[src/rtl/pc_sequencer.sv]
// picoMIPS program-counter sequencer: FETCH/EXEC stepping, pc strobe generation,
// input-port handshake and a saturating retired-instruction counter.
module pc_sequencer #(
  parameter int p    = 6,
  parameter int CNTW = 8
) (
  input  logic            clk,
  input  logic            reset,
  input  logic            start,
  input  logic            dec_jmp,
  input  logic            dec_bra,
  input  logic            dec_beqz,
  input  logic            dec_wait,
  input  logic            dec_halt,
  input  logic            alu_zero,
  input  logic            in_valid,
  output logic            in_ready,
  output logic            ir_load,
  output logic            reg_we,
  output logic            pc_incr,
  output logic            pc_abs,
  output logic            pc_rel,
  output logic            halted,
  output logic [CNTW-1:0] retired
);

  typedef enum logic [2:0] {
    S_IDLE  = 3'd0,
    S_FETCH = 3'd1,
    S_EXEC  = 3'd2,
    S_WAIT  = 3'd3,
    S_HALT  = 3'd4
  } state_t;

  localparam logic [CNTW-1:0] CNT_MAX = {CNTW{1'b1}};
  localparam logic [CNTW-1:0] CNT_ONE = {{(CNTW-1){1'b0}}, 1'b1};

  // p only records the pc width this sequencer is paired with.
  if (p < 1) begin : g_p_invalid
  end

  state_t          state_q, state_d;
  logic [CNTW-1:0] retired_q, retired_d;
  logic            retire;

  // Outputs are Mealy so the pc/regfile act on the very next edge; an async
  // reset of state_q therefore drops every strobe immediately.
  always_comb begin
    state_d  = state_q;
    retire   = 1'b0;
    in_ready = 1'b0;
    ir_load  = 1'b0;
    reg_we   = 1'b0;
    pc_incr  = 1'b0;
    pc_abs   = 1'b0;
    pc_rel   = 1'b0;
    halted   = 1'b0;
    case (state_q)
      S_IDLE: begin
        if (start) state_d = S_FETCH;
      end
      S_FETCH: begin
        ir_load = 1'b1;
        state_d = S_EXEC;
      end
      S_EXEC: begin
        if (dec_halt) begin
          state_d = S_HALT;
        end else if (dec_wait) begin
          state_d = S_WAIT;
        end else begin
          state_d = S_FETCH;
          retire  = 1'b1;
          if (dec_jmp)       pc_abs  = 1'b1;
          else if (dec_bra)  pc_rel  = 1'b1;
          else if (dec_beqz) begin
            pc_rel  = alu_zero;
            pc_incr = ~alu_zero;
          end else begin
            pc_incr = 1'b1;
            reg_we  = 1'b1;
          end
        end
      end
      S_WAIT: begin
        in_ready = 1'b1;
        if (in_valid) begin
          reg_we  = 1'b1;
          pc_incr = 1'b1;
          retire  = 1'b1;
          state_d = S_FETCH;
        end
      end
      S_HALT: begin
        halted = 1'b1;
      end
      default: state_d = S_IDLE;
    endcase

    retired_d = (retire && (retired_q != CNT_MAX)) ? retired_q + CNT_ONE : retired_q;
  end

  always_ff @(posedge clk or negedge reset) begin
    if (!reset) begin
      state_q   <= S_IDLE;
      retired_q <= '0;
    end else begin
      state_q   <= state_d;
      retired_q <= retired_d;
    end
  end

  assign retired = retired_q;

endmodule
[config.mk]
export PLATFORM = sky130hd
export DESIGN_NAME = pc_sequencer
export DESIGN_NICKNAME = d
export VERILOG_FILES = /design/src/rtl/pc_sequencer.sv
export SDC_FILE = /design/constraint.sdc
export NUM_CORES = 1
export LEC_CHECK = 0
export BUFFER_PORTS_ARGS = -buffer_cell sky130_fd_sc_hd__buf_2
export CELL_PAD_IN_SITES_DETAIL_PLACEMENT = 1
export CELL_PAD_IN_SITES_GLOBAL_PLACEMENT = 1
export CORE_AREA = 2 2 50 43
export CTS_BUF_LIST = sky130_fd_sc_hd__clkbuf_2 sky130_fd_sc_hd__clkbuf_4 sky130_fd_sc_hd__clkbuf_8
export DETAILED_ROUTE_END_ITERATION = 8
export DIE_AREA = 0 0 52 45
export GPL_TIMING_DRIVEN = 0
export PLACE_DENSITY_LB_ADDON = 0.12
export SLEW_MARGIN = 20
export SYNTH_ARGS = -nofsm -noshare
export SYNTH_HDL_FRONTEND = slang
export SYNTH_SLANG_ARGS = --single-unit
export TNS_END_PERCENT = 100
[constraint.sdc]
create_clock -name clk -period 3.9 [get_ports clk]
set_input_delay 0 -clock clk [delete_from_list [all_inputs] [get_ports clk]]
set_output_delay 0 -clock clk [all_outputs]
set_load 0.1 [all_outputs]
# [Word level (Yosys, flattened, before mapping)]
# Index checks and enable logic that the tools add are counted.
[word_totals] wordCells=49 out_inout_bits=15 regBits=11 in_bits=10
[classes] eq_ne=7 bitwise=2 reduce_logical=3 mux=34 add_sub_neg=1
[ops] cell="$mux W1" n=26
[ops] cell="$pmux W3 S5" n=1
[ops] cell="$mux W3" n=3
[ops] cell="$add A8 B1 Y8 const B" n=1
[ops] cell="$ne A8 B8 Y1 const B" n=1
[ops] cell="$eq A3 B2 Y1 const B" n=2
[ops] cell="$pmux W1 S2" n=3
[ops] cell="$ne A2 B2 Y1 const B" n=2
[ops] cell="$eq A3 B1 Y1 const B" n=1
[ops] cell="$eq A3 B3 Y1 const B" n=1
[ops] cell="$logic_not A3 Y1" n=1
[ops] cell="$reduce_and A3 Y1" n=1
[ops] cell="$mux W2" n=1
[ops] cell="$not A1 Y1" n=2
[ops] cell="$logic_and A1 B1 Y1" n=1

# [Depth between registers and ports, before layout]
# Gate-level depths: netlist of run 1.
[depth] word_depth=7 depth_mapped=5 depth_no_buf=5

# [Least setup slack after synthesis of run 1]
# Ideal clock, no wire load.
[synth_timing] path_kind="reg-to-output" from="register state_q[0]" to="output port reg_we" stages_incl_launch_ff=6 path_buffers=1 slack_ns=0.696 required_time_ns=3.900 t_arrival_ns=3.204 cell_sequence="dfrtp_1 > buf_6 > nand2b_1 > nor4_1 > nand2b_1 > o31ai_1"
[synth_via] elab_chain_len=2 word_cells_on_any_way=3 cone_classes="eq/ne: 2; mux: 1"
[synth_lines] item="start, declared" line_no="42" source="state_t state_q, state_d;"
[synth_lines] item="start signal, assigned" line_no="108" source="state_q <= state_d;"
[synth_lines] item="$eq A3 B2 Y1" line_no="58" source="case (state_q)"
[synth_lines] item="$pmux W1 S2 (*)" line_no="58"
[synth_lines] item="end, declared" line_no="19" source="output logic reg_we,"
# Every way passes the cells marked *; elsewhere a longest branch is shown, timed or not.

# [Worst setup path in the final report of run 1]
# Ends and elaborated chain as after synthesis.

==> flow_summary.ini, run 1 <==
[cts]
cts.clk_slew.worst_paths_ps = 70
cts_tree = built
htree_num_levels = 1
tritoncts_num_sinks = 11
root_buffer = sky130_fd_sc_hd__clkbuf_4
cts_post_setup_buffers_inserted = 0
cts_max_path_buffers = 2
cts_inserted_buffers = 3
clkLatencyLatePin_ps = 270

[power_and_ir_drop]
power_density_mw_per_mm2 = 870
p_leak_uw = 0.000422
vdd_drop_max_uv = 610

[sta]
rsz_0062_raised_after_global_routing = false
clock-skew-final_ps = 1.87
min_period_ps = 2020
timing_hold_violations_final = 0
holdWs_ps = 18.2
report.final.slew_viol_count = 0
timing.setup.tns_ps = 0
max_clk_rate_mhz = 494
min_period_over_period_pct = 51.9
final-setup-viol-count = 0
max_slew_headroom_pct = 67.6
worst_pin_slew_ps = 489

[global_route]
grtUsageTotal_pct = 16.0
grt_first_pass_wirelength_um = 2620
first_global_vias = 568
pin_count_of_the_biggest_net_entering_global_routing = 12
globalRouteOverflowTotal = 0
antenna_found_initial = 0

[worst_hold_path]
hold-path-cell-count = 3
hold_ep = state_q[2]
holdCritStartpoint = dec_halt
min_path_type = primary input to register

[worst_setup_path]
timing.critical_path.fanout_max = 10
worst_r2r_startpoint = retired[0]
crit-reg2reg-capture = retired[1]
cp_common_cell = sky130_fd_sc_hd__nand2b_1
cpMaxStageDelayCell = sky130_fd_sc_hd__buf_2
reg2reg_depth = 5
worstSetupPathType = register to output pin
cp_data_required_time_ps = 3900
regToRegSetupSlack_ps = 2270
endpoint_arrival_time_on_the_critical_path_ps = 2020
crit_path_start_kind = register
path_cells = buf_6, nand2b_1, nor4_1, nand2b_1, o31ai_1, buf_2
critPathMaxStageDelay_ps = 460
crit_path_end_kind = output pin

[job]
max_cap_violations = 0

[logic_synthesis]
yosys.cell_types.count = 29
post_synth.cell_area_avg_um2 = 9.87
synth.yosys.seq_area_share_pct = 39.9
ys_seq_elements = 11
mappedNetlistArea_um2 = 691
synthesized_netlist_net_count = 81
yosys_warnings = 0
syn-instance-count = 70

[die]
rows = 14
start_util_pct = 38.3
die_height_um = 45
floorplan.core_area_mm2 = 0.00180
floorplan.die.width_um = 52
num_io_pins = 25
die_area_mm2 = 0.00234

[placed_design]
weighted_congestion_at_the_end_of_routability_driven_global_placement = 0.699
place.detailed.hpwl_um = 1140
placed_cells_incl_taps = 118
place.port_buffers = 24

[detailed_routing]
routed_wirelength_um = 1540
route.detailed.wl_per_inst_um = 12.4
via_count = 617
ant_nets = 0
drt-initial-drc-count = 6
route.detailed.drc = 0
route.detailed.vias_per_inst = 4.98
detailedRoute.firstPassIterationCount = 4

[cells_and_area]
areaGrowthSynthToFinish_pct = 29.0
layout_net_count = 112
antenna_fix_cells = 0
post_layout_nonfiller_instances = 124
layout.filler_cells = 234
drive_above_1_share_pct = 42.0

[status]
outcome = completed
## synth_stat cells, drive strengths merged
| library cell | count | area share, % |
|---|---|---|
| nor2b | 1 | 0.91 |
| nor4b | 1 | 2.2 |
| nand3 | 3 | 2.2 |
| and2b | 1 | 1.1 |
| nor2 | 7 | 4.9 |
| buf | 1 | 1.6 |
| nor3b | 2 | 2.2 |
| dfrtp | 11 | 40 |
| and2 | 3 | 3.1 |
| xor2 | 2 | 2.5 |
| mux2 | 5 | 10 |
| a21o | 1 | 1.1 |
| nand2 | 7 | 3.8 |
| nand2b | 4 | 3.6 |
| a21oi | 4 | 2.9 |
| ha | 1 | 1.8 |
| or2 | 1 | 0.91 |
| inv | 3 | 1.6 |
| o21ai | 4 | 4.5 |
| o31ai | 1 | 1.1 |
| nand4 | 2 | 1.8 |
| nor3 | 4 | 5.1 |
| nor4 | 1 | 0.91 |
## flip-flops by register name, summed over array words and instances (netlist names)
name and count:
retired 8, state_q 3
## through the flow
stage / util, % / setup slack [ps] / cell area, µm² / power, µW
floorplan: - / 696 / 691 / 609
global placement: 46.6 / 2190 / 841 / 683
detailed placement: 46.6 / 2170 / 841 / 689
CTS: 49.4 / 1870 / 891 / 779
global route: 49.4 / 1660 / 891 / 819
finish: 49.4 / 1880 / 891 / 775
## cell usage in the layout (no fill, tap or decap)
cell type                        n
sky130_fd_sc_hd__buf_2          24
sky130_fd_sc_hd__nor3_2          3
sky130_fd_sc_hd__nand3_1         3
sky130_fd_sc_hd__or2_1           1
sky130_fd_sc_hd__inv_1           3
sky130_fd_sc_hd__ha_1            1
sky130_fd_sc_hd__mux2_1          1
sky130_fd_sc_hd__a21o_1          1
sky130_fd_sc_hd__and2_4          1
sky130_fd_sc_hd__and2_1          2
sky130_fd_sc_hd__nor2_2          3
sky130_fd_sc_hd__o21ai_1         1
sky130_fd_sc_hd__mux2_4          4
sky130_fd_sc_hd__nor2b_1         1
sky130_fd_sc_hd__nand2_1         7
sky130_fd_sc_hd__and2b_1         1
sky130_fd_sc_hd__xor2_1          2
sky130_fd_sc_hd__dfrtp_1        11
sky130_fd_sc_hd__nand2b_1        4
sky130_fd_sc_hd__nor3b_1         2
sky130_fd_sc_hd__dlygate4sd3_1   2
sky130_fd_sc_hd__o21ai_0         2
sky130_fd_sc_hd__o21ai_4         1
sky130_fd_sc_hd__o31ai_1         1
sky130_fd_sc_hd__clkbuf_4        4
sky130_fd_sc_hd__buf_6           1
sky130_fd_sc_hd__nand4_1         2
sky130_fd_sc_hd__nor4b_2         1
sky130_fd_sc_hd__nor3_1          1
sky130_fd_sc_hd__nor2_1          4
sky130_fd_sc_hd__a21oi_1         4
sky130_fd_sc_hd__nor4_1          1
## final cells by class
| class | instances | area [µm²] | share of cell area, % |
|---|---|---|---|
| Multi-Input combinational cell | 55 | 393 | 44.1 |
| Sequential cell | 11 | 275 | 30.9 |
| Timing Repair Buffer | 26 | 140 | 15.7 |
| Clock buffer | 4 | 30.0 | 3.37 |
| Tap cell | 24 | 30.0 | 3.37 |
| Buffer | 1 | 11.3 | 1.26 |
| Inverter | 3 | 11.3 | 1.26 |
## repair_timing
item | 4_1_cts | 5_1_grt
gates resized for setup | 0 | 0
endpoints found under the hold margin | 12 | 0
hold buffers | 2 | 0
## cells by family (layout without fill, tap and decap cells)
family,after synthesis,in the layout,synth area share (%)
xor+xnor,2,2,2.54
simple gates,37,37,32.6
flops,11,11,39.9
compound gates,10,10,9.60
buf+inv,4,34,3.26
mux,5,5,10.3
fa+ha+maj,1,1,1.81
## metal layers
layer | up-vias | routed length (µm) | GRT usage, %
li1 | 303 | - | -
met1 | 288 | 767 | 21.9
met2 | 21 | 631 | 21.3
met3 | 5 | 106 | 5.96
met4 | 0 | 33 | 9.47
met5 | - | 0 | 0
## worst max path at each step
stage | start | to | slack [ps] | depth (start not counted)
5_1_grt | state_q[0] | reg_we | 1660 | 6
6_report | state_q[0] | reg_we | 1880 | 6
4_1_cts | state_q[0] | reg_we | 1870 | 6
3_5_place_dp | state_q[0] | reg_we | 2170 | 6
2_1_floorplan | state_q[0] | reg_we | 700 | 5
3_3_place_gp | state_q[0] | reg_we | 2190 | 6
## worst max-delay path, delay by kind of cell (launching register included)
kind,cells,cell delay (ps)
AO/OA/AOI/OAI,1,200
buffers and inverters,2,590
flip-flops,1,370
AND/OR/NAND/NOR,3,580
## where the power goes
part	internal (µW)	leakage [µW]	total (µW)	switching, µW
clock	46.7	0.0000184	86.0	39.4
combinational	106	0.000264	488	382
sequential	151	0.000140	200	48.8
total	304	0.000422	775	470
Power figures use the tool's default switching activity.
==> inputs of run 2 (changes only) <==
Settings changed: CORE_AREA 2 2 50 43 to 2 2 52 44, DIE_AREA 0 0 52 45 to 0 0 54 46.
Clock period 3.9 ns to 2.07 ns, I/O delays scaled along.
==> run 2 against run 1 <==
Final area increased by 2.9%. Count of clock-buffer cells in the layout is the same. First-iteration DRC count rose by 17%. Utilization decreased by 4.1 points. Sequential power grew 90%. Final cell count increased by 0.81%. Sequential share of layout area shrank 0.61 points. Flip-flop and latch count unchanged. Register-to-register slack got worse by 1800 ps. Hold slack worse by 9.5 ps. Critical path depth unchanged. Global-route usage shrank 0.69 points. Largest cell class unchanged.
==> flow_summary.ini, run 2 (synthesis results as in run 1) <==
[die]
rows = 15
floorplan.core_area_mm2 = 0.00203
num_io_pins = 25
die_height_um = 46
floorplan.die.width_um = 54
start_util_pct = 34.1
die_area_mm2 = 0.00248

[detailed_routing]
route.detailed.wl_per_inst_um = 12.4
drt-initial-drc-count = 7
route.detailed.drc = 0
routed_wirelength_um = 1560
detailedRoute.firstPassIterationCount = 4
ant_nets = 0
route.detailed.vias_per_inst = 5.03
via_count = 629

[worst_setup_path]
endpoint_arrival_time_on_the_critical_path_ps = 1900
path_cells = buf_6, nand2b_1, nor4_1, nand2b_1, o31ai_2, buf_4
worstSetupPathType = register to output pin
critPathMaxStageDelay_ps = 380
cp_common_cell = sky130_fd_sc_hd__nand2b_1
cpMaxStageDelayCell = sky130_fd_sc_hd__dfrtp_1
timing.critical_path.fanout_max = 10
cp_data_required_time_ps = 2070
crit_path_end_kind = output pin
crit_path_start_kind = register
regToRegSetupSlack_ps = 480

[sta]
min_period_ps = 1900
clock-skew-final_ps = 0.437
report.final.slew_viol_count = 0
rsz_0062_raised_after_global_routing = false
max_slew_headroom_pct = 67.6
min_period_over_period_pct = 91.7
final-setup-viol-count = 0
max_clk_rate_mhz = 527
worst_pin_slew_ps = 490
timing_hold_violations_final = 0
holdWs_ps = 8.74
setup_ws_ps = 172

[placed_design]
place.port_buffers = 24
weighted_congestion_at_the_end_of_routability_driven_global_placement = 0.744
place.detailed.hpwl_um = 1220
dpl_worst_slack_ps = 316

[cells_and_area]
drive_above_1_share_pct = 48.0
areaGrowthSynthToFinish_pct = 32.8
postLayoutCoreUtil_pct = 45.2
area_occupied_by_multi_input_gates_um2 = 408
regArea_um2 = 278
mostFrequentLayoutCells = sky130_fd_sc_hd__buf_2, sky130_fd_sc_hd__dfrtp_1, sky130_fd_sc_hd__nand2_1, sky130_fd_sc_hd__clkbuf_4
layout.filler_cells = 247
mostFrequentLayoutCell = sky130_fd_sc_hd__buf_2
layout_net_count = 112
antenna_fix_cells = 0
number_of_flip_flops_under_the_largest_register_name = 8

[job]
max_cap_violations = 0

[cts]
clkLatencyLatePin_ps = 270
htree_num_levels = 1
cts_inserted_buffers = 3
root_buffer = sky130_fd_sc_hd__clkbuf_4
cts_tree = built
cts.clk_slew.worst_paths_ps = 70
cts_max_path_buffers = 2
tritoncts_num_sinks = 11

[power_and_ir_drop]
power.clock.fraction_pct = 11.1
power_frac_seq_pct = 25.9
vdd_drop_max_uv = 1170
post-layout-total-power_uw = 1470
switching_share_pct = 60.3
cell_internal_power_uw = 585
switchingPower_uw = 888
p_comb_share_pct = 63.0
power_density_mw_per_mm2 = 1610
p_leak_uw = 0.000427

[global_route]
first_global_vias = 604
grt_first_pass_wirelength_um = 2580
globalRouteOverflowTotal = 0
pin_count_of_the_biggest_net_entering_global_routing = 12
antenna_found_initial = 0
grtUsageTotal_pct = 15.3

[status]
outcome = completed

[worst_hold_path]
min_path_type = primary input to register
==> run 2: cell count changes in the layout (fill, tap and decap cells not counted), sizes merged <==
cell and delta:
buf -2, clkbuf +2
==> run 2: worst paths after layout <==
check,cells after the start,startpoint,to
worst max-delay path,6,state_q[0],reg_we
worst min-delay path,3,dec_halt,state_q[2]
max in group asynchronous,2,reset,retired[1]
worst max register to register,5,retired[0],retired[1]
min in group asynchronous,2,reset,state_q[2]
worst min register to register,1,retired[0],retired[0]
==> run 2: power groups by stage <==
stage / clock (µW) / sequential, µW / combinational (µW)
after floorplan: 0 / 682 / 481
after global placement: 0 / 385 / 918
after detailed placement: 0 / 388 / 932
after CTS: 170 / 384 / 937
after global routing: 181 / 400 / 984
final: 163 / 381 / 929
==> run 2: final cells by class <==
cell class,count,area share [%]
well taps,25,3.41
flip-flops and latches,11,30.3
clock buffers,4,3.27
multi-input cells,55,44.5
plain buffers,1,1.23
inverters,3,1.23
repair buffers,26,16.1
==> run 2: critical path: cells and delay by family, from the launching register on <==
| kind | cells | cell delay (ps) |
|---|---|---|
| AO/OA/AOI/OAI | 1 | 200 |
| flip-flops | 1 | 380 |
| AND/OR/NAND/NOR | 3 | 580 |
| buffers and inverters | 2 | 460 |
==> run 2: per-layer routing <==
| layer | track usage [%] | up-vias | routed length (µm) |
|---|---|---|---|
| met5 | 0 | - | 0 |
| met4 | 6.00 | 0 | 21 |
| met3 | 6.91 | 4 | 106 |
| met2 | 23.7 | 20 | 745 |
| met1 | 18.5 | 301 | 681 |
| li1 | - | 304 | - |
==> run 2: per-stage QoR <==
step	instance area (µm²)	setup TNS, ps	instances
after floorplan	708	-556	70
final	917	0	125
after global placement	860	0	119
after detailed placement	860	0	119
after CTS	910	0	125
after global routing	917	0	125
==> run 2: timing repair <==
action,CTS,global route
setup buffers,0,0
hold buffers,2,0
gates resized for setup,0,4
setup endpoints to repair,0,3
endpoints found under the hold margin,12,0
